### config.mk
export PLATFORM = sky130hd
export DESIGN_NAME = core_lsu
export DESIGN_NICKNAME = d
export VERILOG_FILES = /design/src/rtl/core_lsu.sv
export SDC_FILE = /design/constraint.sdc
export NUM_CORES = 1
export LEC_CHECK = 0
export ABC_AREA = 1
export CORE_MARGIN = 2
export CORE_UTILIZATION = 38
export DETAILED_ROUTE_END_ITERATION = 8
export PLACE_DENSITY = 0.85
export SLEW_MARGIN = 20
export SYNTH_ARGS = -nofsm -noshare
export SYNTH_HDL_FRONTEND = slang
export SYNTH_SLANG_ARGS = --single-unit
### constraint.sdc
create_clock -name clk_i -period 1.4 [get_ports clk_i]
set_input_delay 0.21 -clock clk_i [delete_from_list [all_inputs] [get_ports clk_i]]
set_output_delay 0.21 -clock clk_i [all_outputs]
set_load 0.1 [all_outputs]
### src/rtl/core_lsu.sv
// core_lsu: single-outstanding load/store stage for the TOY core.
// Optional stdio port mapping at IO_ADDR is enabled by TOY_LSU_STDIO_EN.
module core_lsu #(
    parameter int              ADDR_W  = 8,
    parameter int              DATA_W  = 16,
    parameter logic [ADDR_W-1:0] IO_ADDR = 8'hFF
) (
    input  logic              clk_i,
    input  logic              rst_i,
    input  logic              lsu_en_i,
    input  logic              lsu_wen_i,
    input  logic              lsu_kind_i,
    input  logic [15:0]       instr_i,
    input  logic [DATA_W-1:0] rt_data_i,
    input  logic [DATA_W-1:0] rd_data_i,
    output logic              busy_o,
    output logic              done_o,
    output logic              arf_wen_o,
    output logic [3:0]        arf_waddr_o,
    output logic [DATA_W-1:0] arf_wdata_o,
    output logic              mem_req_o,
    output logic              mem_we_o,
    output logic [ADDR_W-1:0] mem_addr_o,
    output logic [DATA_W-1:0] mem_wdata_o,
    input  logic              mem_ack_i,
`ifdef TOY_LSU_STDIO_EN
    input  logic              stdin_valid_i,
    output logic              stdin_ready_o,
    input  logic [DATA_W-1:0] stdin_data_i,
    output logic              stdout_valid_o,
    input  logic              stdout_ready_i,
    output logic [DATA_W-1:0] stdout_data_o,
`endif
    input  logic [DATA_W-1:0] mem_rdata_i
);

    typedef enum logic [1:0] {
        S_IDLE,
        S_REQ,
        S_RESP
    } state_e;

    state_e state_q, state_d;

    logic              wen_q, wen_d;
    logic [3:0]        rd_q, rd_d;
    logic [ADDR_W-1:0] addr_q, addr_d;
    logic [DATA_W-1:0] wdata_q, wdata_d;
    logic [DATA_W-1:0] rdata_q, rdata_d;

    logic              accept;
    logic              ack;
    logic [DATA_W-1:0] rdata_in;
    logic [ADDR_W-1:0] req_addr;
    logic              unused_ok;

    assign accept   = (state_q == S_IDLE) && lsu_en_i;
    assign req_addr = lsu_kind_i ? ADDR_W'(instr_i[7:0])
                                 : rt_data_i[ADDR_W-1:0];

`ifdef TOY_LSU_STDIO_EN
    logic io_q, io_d;

    // stdio handshakes stand in for the memory ack on IO_ADDR
    always_comb begin
        ack      = mem_ack_i;
        rdata_in = mem_rdata_i;
        if (io_q) begin
            ack      = wen_q ? stdout_ready_i : stdin_valid_i;
            rdata_in = stdin_data_i;
        end
    end

    always_comb begin
        io_d = io_q;
        if (accept) begin
            io_d = (req_addr == IO_ADDR);
        end
    end

    always_ff @(posedge clk_i) begin
        if (rst_i) begin
            io_q <= 1'b0;
        end else begin
            io_q <= io_d;
        end
    end

    assign stdin_ready_o  = (state_q == S_REQ) && io_q && !wen_q;
    assign stdout_valid_o = (state_q == S_REQ) && io_q && wen_q;
    assign stdout_data_o  = wdata_q;
    assign unused_ok      = ^{instr_i[15:12], rt_data_i[DATA_W-1:ADDR_W]};
`else
    logic io_q;

    assign io_q      = 1'b0;
    assign ack       = mem_ack_i;
    assign rdata_in  = mem_rdata_i;
    assign unused_ok = ^{instr_i[15:12], rt_data_i[DATA_W-1:ADDR_W], IO_ADDR};
`endif

    always_ff @(posedge clk_i) begin
        if (rst_i) begin
            state_q <= S_IDLE;
            wen_q   <= 1'b0;
            rd_q    <= '0;
            addr_q  <= '0;
            wdata_q <= '0;
            rdata_q <= '0;
        end else begin
            state_q <= state_d;
            wen_q   <= wen_d;
            rd_q    <= rd_d;
            addr_q  <= addr_d;
            wdata_q <= wdata_d;
            rdata_q <= rdata_d;
        end
    end

    always_comb begin
        state_d = state_q;
        case (state_q)
            S_IDLE:  if (lsu_en_i) state_d = S_REQ;
            S_REQ:   if (ack) state_d = S_RESP;
            S_RESP:  state_d = S_IDLE;
            default: state_d = S_IDLE;
        endcase
    end

    always_comb begin
        wen_d   = wen_q;
        rd_d    = rd_q;
        addr_d  = addr_q;
        wdata_d = wdata_q;
        rdata_d = rdata_q;
        if (accept) begin
            wen_d   = lsu_wen_i;
            rd_d    = instr_i[11:8];
            addr_d  = req_addr;
            wdata_d = rd_data_i;
        end
        if ((state_q == S_REQ) && ack) begin
            rdata_d = rdata_in;
        end
    end

    always_comb begin
        busy_o      = (state_q != S_IDLE);
        done_o      = (state_q == S_RESP);
        mem_req_o   = (state_q == S_REQ) && !io_q;
        mem_we_o    = mem_req_o && wen_q;
        mem_addr_o  = addr_q;
        mem_wdata_o = wdata_q;
        // R0 is hard-wired zero, so loads into it only retire
        arf_wen_o   = (state_q == S_RESP) && !wen_q && (rd_q != 4'd0);
        arf_waddr_o = rd_q;
        arf_wdata_o = rdata_q;
    end

endmodule
; ---- Word-level counts from Yosys, hierarchy flattened
; Index checks and enable logic that the tools add are counted.
[word_totals]
wordCells = 24
out_inout_bits = 49
reg_bits = 47
[classes]
n_mux = 4
eq_ne = 4
reduce_logical = 10
[ops]
columns = cell, count
row1 = 8-bit two-way mux, 1
row2 = 1-bit logical AND, 5
row3 = 2-bit two-way mux, 2
row4 = 2-bit case mux with 2 select lines, 1
row5 = 4-bit nonzero test, 1
row6 = "2-bit by 1-bit == test with 1-bit output, second input constant", 1
row7 = "2-bit == test, second input constant", 1
row8 = 2-bit logical NOT, 1
row9 = "2-bit by 1-bit != test with 1-bit output, second input constant", 1
row10 = "2-bit != test, second input constant", 1
row11 = 2-bit AND reduction, 1
row12 = 2-bit nonzero test, 1
row13 = 1-bit logical NOT, 1

; ---- Longest topological paths before layout
[depth]
word_depth = 3
mapped_depth = 6
depth_no_buf = 5

; ---- Worst setup path before layout
; Ideal clock, no wire load.
[synth_path]
kind = flip-flop to output port
startpoint = register state_q[1]
endpoint = output port arf_wen_o
t_arrival_ns = 3.378
required_time_ns = 1.190
n_path_buf = 0
slack_ns = -2.188
stages_incl_launch_ff = 5
cell_sequence = dfxtp_1 inv_1 nor2_1 nand2_1 a21oi_1
[synth_between]
elab_chain_cells = 3
[synth_lines]
columns = element, line_no
row1 = from (decl), 43  ; state_e state_q, state_d;
row2 = from (signal assigned), 111  ; state_q <= state_d;
row3 = 2-bit == test, --
row4 = via done_o, 17  ; output logic done_o,
row5 = 1-bit logical AND (2 in a row), 155  ; arf_wen_o = (state_q == S_RESP) && !wen_q && (rd_q != 4'd0);
row6 = to (decl), 18  ; output logic arf_wen_o,
; The timed path passes the listed nets, and every way through them passes these cells.

; ---- Final worst setup path
[layout_path]
startpoint = register state_q[1]
endpoint = output port arf_wen_o
[layout_between]
elab_chain_cells = 3
[layout_lines]
columns = element, line_no
row1 = 2-bit == test, 155
row2 = 1-bit logical AND (2 in a row), 155
; No other way between the ends.

==> flow_summary.toml <==
[logic_synthesis]
netlist.area_leader.share_pct = 45.1
yosysMostFrequentCell = "nand2_1"
synth_cell_types = 15
async_reset_ff_share_pct = 0
ys.flop_type = "dfxtp_1"
syn_area_mm2 = 0.00208
syn_area_per_cell_um2 = 6.66
yosysTopAreaCell = "dfxtp_1"
synth-edff-count = 0
synth_commonest_cells = "nand2_1, nor2_1, dfxtp_1, inv_1, a21oi_1"
ys_ff_latch = 47
synth_nets = 383
yosys_warnings = 0
seq_area_frac_synth_pct = 45.1
synthTopCellsByArea = "dfxtp_1, nand2_1, nor2_1"
netlist_instances = 313

[flow_run]
cap_violations = 0

[worst_setup_path]
crit_type = "reg2out"
required_ps = 1190
critPathMaxFanout = 4
crit_arrival_ps = 1250
start_kind = "flip-flop"
cp-end-kind = "primary output"

[cts]
cts_tree = "built"
holdBufCountCts = 0
cts_buffers = 5
cts-htree-levels = 2
cts_sinks = 47
clk_pin_slew_ps = 90
root_buffer = "clkbuf_8"
clock_path_buffers = 2
clock_latency_ps = 300

[timing]
clock_skew_ps = 7.66
fin_crit_ps = 1460
report.final.slew_viol_count = 0
finalCritPeriodShare_pct = 105
tightest_slew_ps = 302
hold_ws_ps = 489
setup_viol = 2
worst_slack_ps = -63.2
rsz0062_at_grt = "yes"
finalSetupTns_ps = -78.9
relSlewSlack_pct = 79.8
fmax_mhz = 683
finalHoldViolations = 0

[die]
start_util_pct = 40.0
design.core.area_mm2 = 0.00520
io-pin-count = 119
die-height_um = 78.1
num_rows = 26
floorplan.die.width_um = 78.1
dieArea_mm2 = 0.00609

[pwr]
clkPwrFrac_pct = 21.1
p_seq_share_pct = 36.8
combPwrFrac_pct = 42.0
sw_frac_of_total_pct = 39.1
power_mw = 4.24
leakage_nw = 1.79
peakVddDrop_mv = 0.552
p_per_area_mw_per_mm2 = 1080
power_switching_mw = 1.66
p_int_mw = 2.58

[placement]
dp.final_hpwl_mm = 4.63
gp_congestion = 0.746
port_buffers = 106
dp_cells = 479

[drt]
drc = 0
first_pass_iters = 4
ant_nets = 0
avgRoutedWirePerCell_um = 12.1
drt_wl_total_mm = 5.91
vias = 2197
drt_iter0_markers = 77
vias_per_cell = 4.48

[cells_and_area]
diodes = 0
nets = 489
syn2layout_area_growth_pct = 87.7
finalNonFillerCells = 490
n_fill_cell = 381
layout-drive-gt1-share_pct = 20.2

[global_routing]
grt_pass1_wl_mm = 9.49
grt_pass1_vias = 2127
grt_max_degree = 42
gr-total-overflow = 0
grt.total_usage_pct = 19.3
antenna_found_initial = 0

[status]
violations = "setup timing"
status = "finished with violations"

[min_path]
hp-class = "in2reg"
-- cell usage in the layout, fill, tap and decap left out --
cell             synthesis  layout
nand2_2                  1       2
dfxtp_4                  0       2
nand3b_1                21      21
nand3_2                  1       1
clkinvlp_4               0       1
nor2_4                   1       2
clkbuf_8                 0       7
nor2_2                   0       1
a21oi_1                 23      22
dfxtp_2                  0       4
inv_1                   30      27
dfxtp_1                 47      41
clkdlybuf4s50_1          0      57
inv_4                    0       2
inv_2                    1       1
nand2_1                 95      94
clkbuf_1                 3       1
buf_12                   0      52
nor2_1                  74      72
a21oi_4                  0       1
nor3_4                   0       1
buf_4                    0       8
-- final timing paths --
path	start	to	slack [ps]	depth (start not counted)
setup / recovery	state_q[1]	arf_wen_o	-60	5
hold / removal	mem_rdata_i[1]	arf_wdata_o[1]	490	3
setup reg to reg	state_q[1]	mem_wdata_o[0]	200	5
hold reg to reg	arf_waddr_o[3]	arf_waddr_o[3]	540	2
-- repair_timing --
item / 4_1_cts / 5_1_grt
setup buffers: 3 / 0
pin swaps: 1 / 0
setup endpoints to repair: 4 / 4
gates resized for setup: 2 / 2
-- area by class of cell --
| type | count | area [um^2] | area share, % |
|---|---|---|---|
| tap | 70 | 87.6 | 2.24 |
| sequential | 47 | 953 | 24.4 |
| multi-input combinational | 217 | 975 | 24.9 |
| timing repair buffer | 117 | 1670 | 42.7 |
| clock buffer | 8 | 100 | 2.56 |
| inverter | 31 | 125 | 3.20 |
-- flip-flops by register name, summed over array words and instances, names as in the netlist --
name / flops
state_q: 2
mem_addr_o: 8
wen_q: 1
arf_wdata_o: 16
arf_waddr_o: 4
mem_wdata_o: 16
-- power groups by stage --
stage	Combinational [mW]	Sequential [mW]	Clock [mW]
5_1_grt	1.87	1.57	0.981
6_report	1.78	1.56	0.896
3_5_place_dp	1.79	1.59	0
4_1_cts	1.79	1.56	0.921
2_1_floorplan	0.387	2.25	0
3_3_place_gp	1.75	1.58	0
-- kinds of logic after synthesis --
group,share of synthesized area (%)
AOI/OAI and AO/OA,5.52
and+or+nand+nor,39.6
buffers and inverters,9.78
DFF,45.1
-- critical path, cell delays in order (launching register included) --
cell	delay, ps
dfxtp_4	400
inv_4	50
nor2_4	90
nand2_2	90
a21oi_4	150
buf_12	190
-- through the flow --
step | worst slack, ps | area (um^2) | util (%)
finish | -63.2 | 3910 | 75.2
global route | -131 | 3910 | 75.2
CTS | -78.7 | 3910 | 75.1
detailed placement | 28.6 | 3780 | 72.7
global placement | 41.0 | 3780 | 72.7
floorplan | -436 | 2130 | -
-- routing by layer --
metal  GRT usage (%)  wire length, um
met5               0                0
met4            5.61               52
met3            5.63              372
met2            36.4             3170
met1            20.8             2310
(Power assumes the default switching activity.)
